`config.mk`:
```
export PLATFORM = sky130hd
export DESIGN_NAME = shop_ctrl_v_flat
export DESIGN_NICKNAME = d
export VERILOG_FILES = /design/src/rtl/shop_ctrl_v_if.sv /design/src/rtl/shop_ctrl_v.sv /design/src/flat_wrapper.sv
export SDC_FILE = /design/constraint.sdc
export NUM_CORES = 2
export LEC_CHECK = 0
export BUFFER_PORTS_ARGS = -buffer_cell sky130_fd_sc_hd__buf_2
export CAP_MARGIN = 20
export CORE_UTILIZATION = 30
export DETAILED_ROUTE_END_ITERATION = 12
export GPL_TIMING_DRIVEN = 0
export SETUP_SLACK_MARGIN = 0.2
export SLEW_MARGIN = 20
export SYNTH_ARGS = -nofsm -noshare
export SYNTH_HDL_FRONTEND = slang
export SYNTH_SLANG_ARGS = --single-unit
export TNS_END_PERCENT = 50
```
`constraint.sdc`:
```
create_clock -name i_clk -period 6 [get_ports i_clk]
set_input_delay 0.3 -clock i_clk [delete_from_list [all_inputs] [get_ports i_clk]]
set_output_delay 0.3 -clock i_clk [all_outputs]
set_load 0.02 [all_outputs]
```
`src/rtl/shop_ctrl_v_if.sv`:
```
// rtl/shop_ctrl_v_if.sv - token/response bus between token source and shop_ctrl_v
// Ports (signals):
//   i_rdy       token strobe, one token per 0->1 transition
//   i_a         ASCII token, right-justified
//   o_a         ASCII response, right-justified
//   o_vld       one-cycle pulse when o_a is updated
//   o_cur_user  logged-in user slot
//   o_logged_in session active
interface shop_ctrl_v_if #(
    parameter int I_A_NUM_BITS = 56,
    parameter int O_A_NUM_BITS = 72,
    parameter int CUR_W        = 3
);
    logic                    i_rdy;
    logic [I_A_NUM_BITS-1:0] i_a;
    logic [O_A_NUM_BITS-1:0] o_a;
    logic                    o_vld;
    logic [CUR_W-1:0]        o_cur_user;
    logic                    o_logged_in;

    modport master (output i_rdy, i_a, input o_a, o_vld, o_cur_user, o_logged_in);
    modport slave  (input i_rdy, i_a, output o_a, o_vld, o_cur_user, o_logged_in);
endinterface

```
`src/rtl/shop_ctrl_v.sv`:
```
// rtl/shop_ctrl_v.sv - shop database controller: login dialogue, user table with lockout, item stock table
// Ports:
//   i_clk      clock, rising edge
//   i_reset_n  asynchronous active-low reset
//   bus        shop_ctrl_v_if.slave: i_rdy/i_a token in, o_a/o_vld response out, o_cur_user/o_logged_in session
module shop_ctrl_v #(
    parameter int I_A_NUM_ASCII_CHARS = 7,
    parameter int O_A_NUM_ASCII_CHARS = 9,
    parameter int MAX_USERS           = 5,
    parameter int MAX_ITEMS           = 8,
    parameter int QTY_W               = 8,
    parameter int MAX_LOGIN_FAILS     = 3,
    parameter     ADMIN_USERNAME      = "Adm",
    parameter     ADMIN_PASSWORD      = "123"
) (
    input  logic         i_clk,
    input  logic         i_reset_n,
    shop_ctrl_v_if.slave bus
);
    localparam int I_W = 8 * I_A_NUM_ASCII_CHARS;
    localparam int O_W = 8 * O_A_NUM_ASCII_CHARS;
    localparam int UW  = $clog2(MAX_USERS);
    localparam int IW  = (MAX_ITEMS > 1) ? $clog2(MAX_ITEMS) : 1;

    typedef enum logic [3:0] {
        S_CMD, S_USER, S_PASS, S_NUSER, S_NPASS, S_DUSER, S_ITEM, S_QTY, S_DITEM, S_BUY
    } state_t;

    state_t             state_q, state_d;
    logic               rdy_q;
    logic               tok;
    logic [O_W-1:0]     o_a_q, o_a_d;
    logic               vld_q, vld_d;
    logic               logged_q, logged_d;
    logic [UW-1:0]      cur_q, cur_d;
    logic [UW-1:0]      uslot_q, uslot_d;   // user slot latched between dialogue steps
    logic [IW-1:0]      islot_q, islot_d;   // item slot latched between ITEM and QTY
    logic               inew_q, inew_d;     // latched item slot is a fresh allocation
    logic [I_W-1:0]     name_q, name_d;     // pending name for a new user/item

    logic [MAX_USERS-1:0] user_vld_q, user_vld_d, locked_q, locked_d;
    logic [I_W-1:0]       user_name_q [MAX_USERS];
    logic [I_W-1:0]       user_name_d [MAX_USERS];
    logic [I_W-1:0]       user_pass_q [MAX_USERS];
    logic [I_W-1:0]       user_pass_d [MAX_USERS];
    logic [3:0]           fails_q [MAX_USERS];
    logic [3:0]           fails_d [MAX_USERS];

    logic [MAX_ITEMS-1:0] item_vld_q, item_vld_d;
    logic [I_W-1:0]       item_name_q [MAX_ITEMS];
    logic [I_W-1:0]       item_name_d [MAX_ITEMS];
    logic [QTY_W-1:0]     item_qty_q [MAX_ITEMS];
    logic [QTY_W-1:0]     item_qty_d [MAX_ITEMS];

    logic               u_hit, u_free, i_hit, i_free;
    logic [UW-1:0]      u_idx, u_free_idx;
    logic [IW-1:0]      i_idx, i_free_idx;
    logic [4:0]         nfail;
    logic [QTY_W:0]     qsum;
    logic               is_admin;

    assign tok      = bus.i_rdy & ~rdy_q;
    assign is_admin = logged_q && (cur_q == '0);

    assign bus.o_a         = o_a_q;
    assign bus.o_vld       = vld_q;
    assign bus.o_cur_user  = cur_q;
    assign bus.o_logged_in = logged_q;

    // Parallel lookups; descending scan so the lowest index wins.
    always_comb begin
        u_hit = 1'b0; u_idx = '0; u_free = 1'b0; u_free_idx = '0;
        i_hit = 1'b0; i_idx = '0; i_free = 1'b0; i_free_idx = '0;
        for (int i = MAX_USERS - 1; i >= 0; i--) begin
            if (user_vld_q[i] && user_name_q[i] == bus.i_a) begin u_hit = 1'b1; u_idx = UW'(i); end
            if (!user_vld_q[i]) begin u_free = 1'b1; u_free_idx = UW'(i); end
        end
        for (int i = MAX_ITEMS - 1; i >= 0; i--) begin
            if (item_vld_q[i] && item_name_q[i] == bus.i_a) begin i_hit = 1'b1; i_idx = IW'(i); end
            if (!item_vld_q[i]) begin i_free = 1'b1; i_free_idx = IW'(i); end
        end
    end

    always_comb begin
        state_d     = state_q;
        o_a_d       = o_a_q;
        vld_d       = 1'b0;
        logged_d    = logged_q;
        cur_d       = cur_q;
        uslot_d     = uslot_q;
        islot_d     = islot_q;
        inew_d      = inew_q;
        name_d      = name_q;
        user_vld_d  = user_vld_q;
        locked_d    = locked_q;
        user_name_d = user_name_q;
        user_pass_d = user_pass_q;
        fails_d     = fails_q;
        item_vld_d  = item_vld_q;
        item_name_d = item_name_q;
        item_qty_d  = item_qty_q;
        nfail       = {1'b0, fails_q[uslot_q]} + 5'd1;
        qsum        = {1'b0, item_qty_q[islot_q]} + {1'b0, bus.i_a[QTY_W-1:0]};
        if (tok) begin
            vld_d   = 1'b1;
            state_d = S_CMD;
            unique case (state_q)
                S_CMD: begin
                    if (bus.i_a == I_W'("Login")) begin
                        if (!logged_q) begin o_a_d = O_W'("Username?"); state_d = S_USER; end
                        else o_a_d = O_W'("InvalPerm");
                    end else if (bus.i_a == I_W'("Logout")) begin
                        if (logged_q) begin o_a_d = O_W'("Cmd?"); logged_d = 1'b0; cur_d = '0; end
                        else o_a_d = O_W'("InvalPerm");
                    end else if (bus.i_a == I_W'("AddUsr")) begin
                        if (is_admin) begin o_a_d = O_W'("Username?"); state_d = S_NUSER; end
                        else o_a_d = O_W'("InvalPerm");
                    end else if (bus.i_a == I_W'("DelUsr")) begin
                        if (is_admin) begin o_a_d = O_W'("Username?"); state_d = S_DUSER; end
                        else o_a_d = O_W'("InvalPerm");
                    end else if (bus.i_a == I_W'("AddItem")) begin
                        if (is_admin) begin o_a_d = O_W'("Item?"); state_d = S_ITEM; end
                        else o_a_d = O_W'("InvalPerm");
                    end else if (bus.i_a == I_W'("DelItem")) begin
                        if (is_admin) begin o_a_d = O_W'("Item?"); state_d = S_DITEM; end
                        else o_a_d = O_W'("InvalPerm");
                    end else if (bus.i_a == I_W'("Buy")) begin
                        if (logged_q) begin o_a_d = O_W'("Item?"); state_d = S_BUY; end
                        else o_a_d = O_W'("InvalPerm");
                    end else begin
                        o_a_d = O_W'("InvalCmd");
                    end
                end
                S_USER: begin
                    if (!u_hit) o_a_d = O_W'("InvalUser");
                    else if (locked_q[u_idx]) o_a_d = O_W'("Locked");
                    else begin o_a_d = O_W'("Password?"); uslot_d = u_idx; state_d = S_PASS; end
                end
                S_PASS: begin
                    if (user_pass_q[uslot_q] == bus.i_a) begin
                        o_a_d = O_W'("OK"); logged_d = 1'b1; cur_d = uslot_q; fails_d[uslot_q] = 4'd0;
                    end else begin
                        o_a_d = O_W'("InvalPass");
                        if (fails_q[uslot_q] != 4'hF) fails_d[uslot_q] = nfail[3:0];
                        // Admin keeps counting but can never be locked out.
                        if (uslot_q != '0 && nfail >= 5'(MAX_LOGIN_FAILS)) locked_d[uslot_q] = 1'b1;
                    end
                end
                S_NUSER: begin
                    if (u_hit) o_a_d = O_W'("InvalUser");
                    else if (!u_free) o_a_d = O_W'("Full");
                    else begin
                        o_a_d = O_W'("Password?"); name_d = bus.i_a; uslot_d = u_free_idx; state_d = S_NPASS;
                    end
                end
                S_NPASS: begin
                    user_vld_d[uslot_q]  = 1'b1;
                    user_name_d[uslot_q] = name_q;
                    user_pass_d[uslot_q] = bus.i_a;
                    fails_d[uslot_q]     = 4'd0;
                    locked_d[uslot_q]    = 1'b0;
                    o_a_d                = O_W'("OK");
                end
                S_DUSER: begin
                    if (u_hit && u_idx == '0) o_a_d = O_W'("InvalPerm");
                    else if (!u_hit) o_a_d = O_W'("InvalUser");
                    else begin
                        user_vld_d[u_idx] = 1'b0; locked_d[u_idx] = 1'b0; fails_d[u_idx] = 4'd0;
                        o_a_d = O_W'("OK");
                    end
                end
                S_ITEM: begin
                    if (i_hit) begin
                        islot_d = i_idx; inew_d = 1'b0; o_a_d = O_W'("Qty?"); state_d = S_QTY;
                    end else if (i_free) begin
                        islot_d = i_free_idx; inew_d = 1'b1; name_d = bus.i_a; o_a_d = O_W'("Qty?"); state_d = S_QTY;
                    end else o_a_d = O_W'("Full");
                end
                S_QTY: begin
                    if (inew_q) begin
                        item_vld_d[islot_q]  = 1'b1;
                        item_name_d[islot_q] = name_q;
                        item_qty_d[islot_q]  = bus.i_a[QTY_W-1:0];
                    end else begin
                        item_qty_d[islot_q] = qsum[QTY_W] ? {QTY_W{1'b1}} : qsum[QTY_W-1:0];
                    end
                    o_a_d = O_W'("OK");
                end
                S_DITEM: begin
                    if (i_hit) begin item_vld_d[i_idx] = 1'b0; o_a_d = O_W'("OK"); end
                    else o_a_d = O_W'("InvalItem");
                end
                S_BUY: begin
                    if (!i_hit) o_a_d = O_W'("InvalItem");
                    else if (item_qty_q[i_idx] == '0) o_a_d = O_W'("NoStock");
                    else begin item_qty_d[i_idx] = item_qty_q[i_idx] - 1'b1; o_a_d = O_W'("OK"); end
                end
                default: o_a_d = O_W'("InvalCmd");
            endcase
        end
    end

    always_ff @(posedge i_clk or negedge i_reset_n) begin
        if (!i_reset_n) begin
            state_q    <= S_CMD;
            rdy_q      <= 1'b0;
            o_a_q      <= O_W'("Cmd?");
            vld_q      <= 1'b0;
            logged_q   <= 1'b0;
            cur_q      <= '0;
            uslot_q    <= '0;
            islot_q    <= '0;
            inew_q     <= 1'b0;
            name_q     <= '0;
            user_vld_q <= MAX_USERS'(1);
            locked_q   <= '0;
            item_vld_q <= '0;
            for (int i = 0; i < MAX_USERS; i++) begin
                user_name_q[i] <= (i == 0) ? I_W'(ADMIN_USERNAME) : '0;
                user_pass_q[i] <= (i == 0) ? I_W'(ADMIN_PASSWORD) : '0;
                fails_q[i]     <= 4'd0;
            end
            for (int i = 0; i < MAX_ITEMS; i++) begin
                item_name_q[i] <= '0;
                item_qty_q[i]  <= '0;
            end
        end else begin
            state_q     <= state_d;
            rdy_q       <= bus.i_rdy;
            o_a_q       <= o_a_d;
            vld_q       <= vld_d;
            logged_q    <= logged_d;
            cur_q       <= cur_d;
            uslot_q     <= uslot_d;
            islot_q     <= islot_d;
            inew_q      <= inew_d;
            name_q      <= name_d;
            user_vld_q  <= user_vld_d;
            locked_q    <= locked_d;
            user_name_q <= user_name_d;
            user_pass_q <= user_pass_d;
            fails_q     <= fails_d;
            item_vld_q  <= item_vld_d;
            item_name_q <= item_name_d;
            item_qty_q  <= item_qty_d;
        end
    end
endmodule

```
`src/flat_wrapper.sv`:
```
// flat-port wrapper written by rule: the top's interface ports become plain ports
module shop_ctrl_v_flat 
#(
    parameter int I_A_NUM_ASCII_CHARS = 7,
    parameter int O_A_NUM_ASCII_CHARS = 9,
    parameter int MAX_USERS           = 5,
    parameter int MAX_ITEMS           = 8,
    parameter int QTY_W               = 8,
    parameter int MAX_LOGIN_FAILS     = 3,
    parameter     ADMIN_USERNAME      = "   ",
    parameter     ADMIN_PASSWORD      = "   "
)
  (i_clk, i_reset_n, bus_i_rdy, bus_i_a, bus_o_a, bus_o_vld, bus_o_cur_user, bus_o_logged_in);
  shop_ctrl_v_if #(.I_A_NUM_BITS(56), .O_A_NUM_BITS(72), .CUR_W(3)) bus_i ();
  input  logic i_clk;
  input  logic i_reset_n;
  input wire logic [$bits(bus_i.i_rdy)-1:0] bus_i_rdy;
  input wire logic [$bits(bus_i.i_a)-1:0] bus_i_a;
  output wire logic [$bits(bus_i.o_a)-1:0] bus_o_a;
  output wire logic [$bits(bus_i.o_vld)-1:0] bus_o_vld;
  output wire logic [$bits(bus_i.o_cur_user)-1:0] bus_o_cur_user;
  output wire logic [$bits(bus_i.o_logged_in)-1:0] bus_o_logged_in;
  assign bus_i.i_rdy = bus_i_rdy;
  assign bus_i.i_a = bus_i_a;
  assign bus_o_a = bus_i.o_a;
  assign bus_o_vld = bus_i.o_vld;
  assign bus_o_cur_user = bus_i.o_cur_user;
  assign bus_o_logged_in = bus_i.o_logged_in;
  shop_ctrl_v #(.I_A_NUM_ASCII_CHARS(I_A_NUM_ASCII_CHARS), .O_A_NUM_ASCII_CHARS(O_A_NUM_ASCII_CHARS), .MAX_USERS(MAX_USERS), .MAX_ITEMS(MAX_ITEMS), .QTY_W(QTY_W), .MAX_LOGIN_FAILS(MAX_LOGIN_FAILS), .ADMIN_USERNAME(ADMIN_USERNAME), .ADMIN_PASSWORD(ADMIN_PASSWORD)) u_core (.i_clk(i_clk), .i_reset_n(i_reset_n), .bus(bus_i));
endmodule
```
==> flow_summary.json <==
{
  "netlist_instances": 5997,
  "first_pass_iters": 8,
  "wl_per_cell_um": 36.1,
  "pwr-share-comb_pct": 12.4,
  "cts_tree": "yes",
  "power.total_mw": 21.1,
  "layout.cells.non_filler": 9348,
  "seq_power_share_pct": 41.1,
  "setup_viol": 0,
  "power_density_nw_per_um2": 273,
  "clockBufferDepth": 3,
  "crit_type": "in -> reg",
  "grt-ovfl-total": 0,
  "outcome": "finished, final reports clean",
  "drt_wl_total_um": 338000,
  "ys_seq_area_share_pct": 47.3,
  "skew_ns": 0.0432,
  "rsz0062_at_grt": "no",
  "async_flop_share_pct": 100,
  "synthFlopType": "dfrtp_1",
  "hp-class": "in -> reg",
  "ios": 136,
  "via_per_inst": 5.94,
  "crit_fanout": 10,
  "slew_headroom_pct": 9.54,
  "max_stage_delay_ns": 0.66,
  "switching_share_pct": 30.0,
  "cts_sinks": 1232,
  "hold_viol_final": 0,
  "synth_warnings": 0,
  "fin_util_pct": 35.9,
  "die_width_um": 468,
  "dr.first_iter.drc_count": 7918,
  "syn_area_um2": 65200,
  "clock_latency_ns": 0.85,
  "antenna_found_initial": 55,
  "drc_errors": 0,
  "area_growth_pct": 18.5,
  "drtAntennaViolNets": 0,
  "path_clk_slew_ns": 0.06,
  "start_util_pct": 30.3,
  "design.die.area_um2": 219000,
  "drv_cap": 0,
  "nFillCells": 21515,
  "vias": 55548,
  "dp_hpwl_um": 242000,
  "tns_ns": 0,
  "crit_slowest_cell": "o211ai_1",
  "end_kind": "flop",
  "ys_ff_latch": 1232,
  "min_period_ns": 5.93,
  "placed_area_um2": 71200,
  "coreArea_um2": 215000,
  "path_cells": "buf_2 > clkbuf_2 > buf_2 > xnor2_1 > nand4_1 > nor3_1 > nand4_1 > o211ai_1 > a311o_1 > buf_6 > a21oi_4 > mux2i_1 > a221o_1 > clkbuf_2 > ha_1 > and4_4 > buf_6 > a31oi_2 > buf_4 > o221ai_1 > o21a_1",
  "grt_pass1_wl_um": 454000,
  "cts-htree-levels": 4,
  "grt_max_degree": 140,
  "fin_area_um2": 77300,
  "ir_drop_uv": 229,
  "synth_cell_types": 98,
  "p_leak_nw": 34.4,
  "p_switching_mw": 6.35,
  "tightest_slew_ns": 1.34,
  "max_freq_mhz": 169,
  "routabilityCongestion": 1.01,
  "start_kind": "primary input",
  "cp.required_ns": 6.72,
  "slew_violations": 0,
  "avgSynthCellArea_um2": 10.9,
  "cts-buffers-inserted": 146,
  "synth_edf_count": 0,
  "clockRootBuffer": "clkbuf_16",
  "drive_gt1_share_pct": 26.8,
  "die_y_um": 468,
  "rows": 170,
  "portBuffers": 86,
  "arrival_ns": 6.65,
  "grtUsageTotal_pct": 30.3,
  "place_inst": 9005,
  "pwr-share-clk_pct": 46.5,
  "final_nets": 6415,
  "min_period_over_period_pct": 98.8,
  "grt_pass1_vias": 52572,
  "p_int_mw": 14.8
}
-- timing repair --
action	in CTS	in global routing
hold buffers	4	0
setup buffers	8	16
hold endpoints to repair	499	0
endpoints found under the setup margin	342	148
pin swaps	7	8
resized for setup	71	49
-- power groups by stage --
stage                     Clock (mW)  Combinational (mW)  Sequential, mW
after detailed placement           0                2.50            8.81
after CTS                       9.84                2.52            8.66
after global placement             0                2.30            8.82
after floorplan                    0               0.915            8.72
final                           9.82                2.62            8.68
after global routing            10.2                2.64            8.66
-- state kept, by name, summed over array words and instances, names as in the netlist, 8 cells and up --
register / flops
u_core.item_qty_q: 64
u_core.fails_q: 20
u_core.user_name_q: 280
u_core.item_name_q: 448
u_core.bus.o_a: 49
u_core.item_vld_q: 8
u_core.user_pass_q: 280
u_core.name_q: 56
-- path summary, 6_finish.rpt --
check / slack, ns / depth (start not counted) / end / startpoint
min in group asynchronous: 0.52 / 3 / u_core.user_name_q[56]$_DFFE_PN0P_ / i_reset_n
setup reg to reg: 0.24 / 18 / u_core.item_qty_q[62]$_DFFE_PN0P_ / u_core.item_name_q[99]$_DFFE_PN0P_
max in group asynchronous: 3.22 / 6 / u_core.item_qty_q[35]$_DFFE_PN0P_ / i_reset_n
hold reg to reg: 0.47 / 2 / u_core.bus.o_a[25]$_DFFE_PN1P_ / u_core.bus.o_a[25]$_DFFE_PN1P_
hold / removal: 0.13 / 2 / u_core.rdy_q$_DFF_PN0_ / bus_i_rdy
setup / recovery: 0.07 / 21 / u_core.item_qty_q[62]$_DFFE_PN0P_ / bus_i_a[0]
-- worst max-delay path: cells and delay by family --
family / cells / cell delay [ns]
AND/OR/NAND/NOR: 4 / 1.12
buffers and inverters: 7 / 2.17
XOR/XNOR: 1 / 0.34
AO/OA/AOI/OAI: 7 / 2.18
multiplexers: 1 / 0.16
adder cells (fa/ha/maj): 1 / 0.32
-- cells by family (layout without fill, tap and decap cells) --
| kind of cell | Yosys count | count (layout) | share of synthesized area (%) |
|---|---|---|---|
| AND/OR/NAND/NOR | 1674 | 1674 | 13.8 |
| multiplexers | 1032 | 1032 | 17.9 |
| XOR/XNOR | 639 | 639 | 8.58 |
| buffers and inverters | 555 | 1015 | 3.40 |
| other | 2 | 55 | 0.0115 |
| AO/OA/AOI/OAI | 851 | 851 | 8.67 |
| adder cells (fa/ha/maj) | 12 | 12 | 0.242 |
| flip-flops | 1232 | 1232 | 47.3 |
-- stage by stage --
stage               setup WS [ns]  hold WS, ns
CTS                         0.212       0.0809
floorplan                    1.11      0.00441
global placement           -23.43        0.434
detailed placement          -1.78        0.242
global route                0.196        0.118
finish                     0.0724        0.128
-- Yosys cell counts, types with 11 or more instances --
library cell	instances	area (um^2)
a2111oi_0	12	105
a21o_1	14	105
a21oi_1	79	395
a22o_1	37	324
a22oi_1	81	608
a2bb2oi_1	17	149
a31oi_1	27	169
and2_1	23	144
and3_1	14	87.6
and4_1	17	149
buf_1	63	236
buf_2	13	65.1
buf_4	23	173
clkbuf_1	357	1340
dfrtp_1	1212	30300
dfstp_2	20	526
ha_1	11	138
inv_1	87	327
mux2_2	931	10500
mux2_4	21	315
mux2i_1	69	691
nand2_1	449	1690
nand2b_1	213	1330
nand3_1	87	435
nand4_1	216	1350
nand4b_1	17	149
nor2_1	168	631
nor2b_1	82	513
nor3_1	75	375
nor3b_1	12	90.1
nor4_1	169	1060
nor4b_1	15	131
o2111ai_1	40	350
o211ai_1	14	105
o21a_1	20	150
o21ai_0	310	1550
o221ai_1	15	131
o22ai_1	75	469
o2bb2ai_1	17	149
or2_2	13	81.3
or3_1	28	175
or4_1	34	255
xnor2_1	390	3420
xor2_1	249	2180
-- area by class of cell --
cell class,instances,area [um^2],area share (%)
diodes,43,108,0.139
plain buffers,460,2170,2.81
clock buffers,207,4200,5.44
clock inverters,64,1030,1.33
inverters,95,363,0.470
multi-input cells,4220,32500,42.1
flip-flops and latches,1232,30900,39.9
well taps,2838,3550,4.59
repair buffers,189,2480,3.21
-- placed cells by master, fill, tap and decap left out, drive strengths merged, types with 172 or more instances in the layout --
cell type,instances
xnor2,390
mux2,955
clkbuf,568
nor4,172
nand2b,213
buf,277
xor2,249
o21ai,317
nand4,216
nand2,449
dfrtp,1212
-- per-layer routing --
| layer | track usage (%) | routed length (um) |
|---|---|---|
| met5 | 0 | 90 |
| met4 | 17.8 | 23100 |
| met3 | 9.14 | 37700 |
| met2 | 43.2 | 139000 |
| met1 | 40.2 | 138000 |
Power figures use the tool's default switching activity.
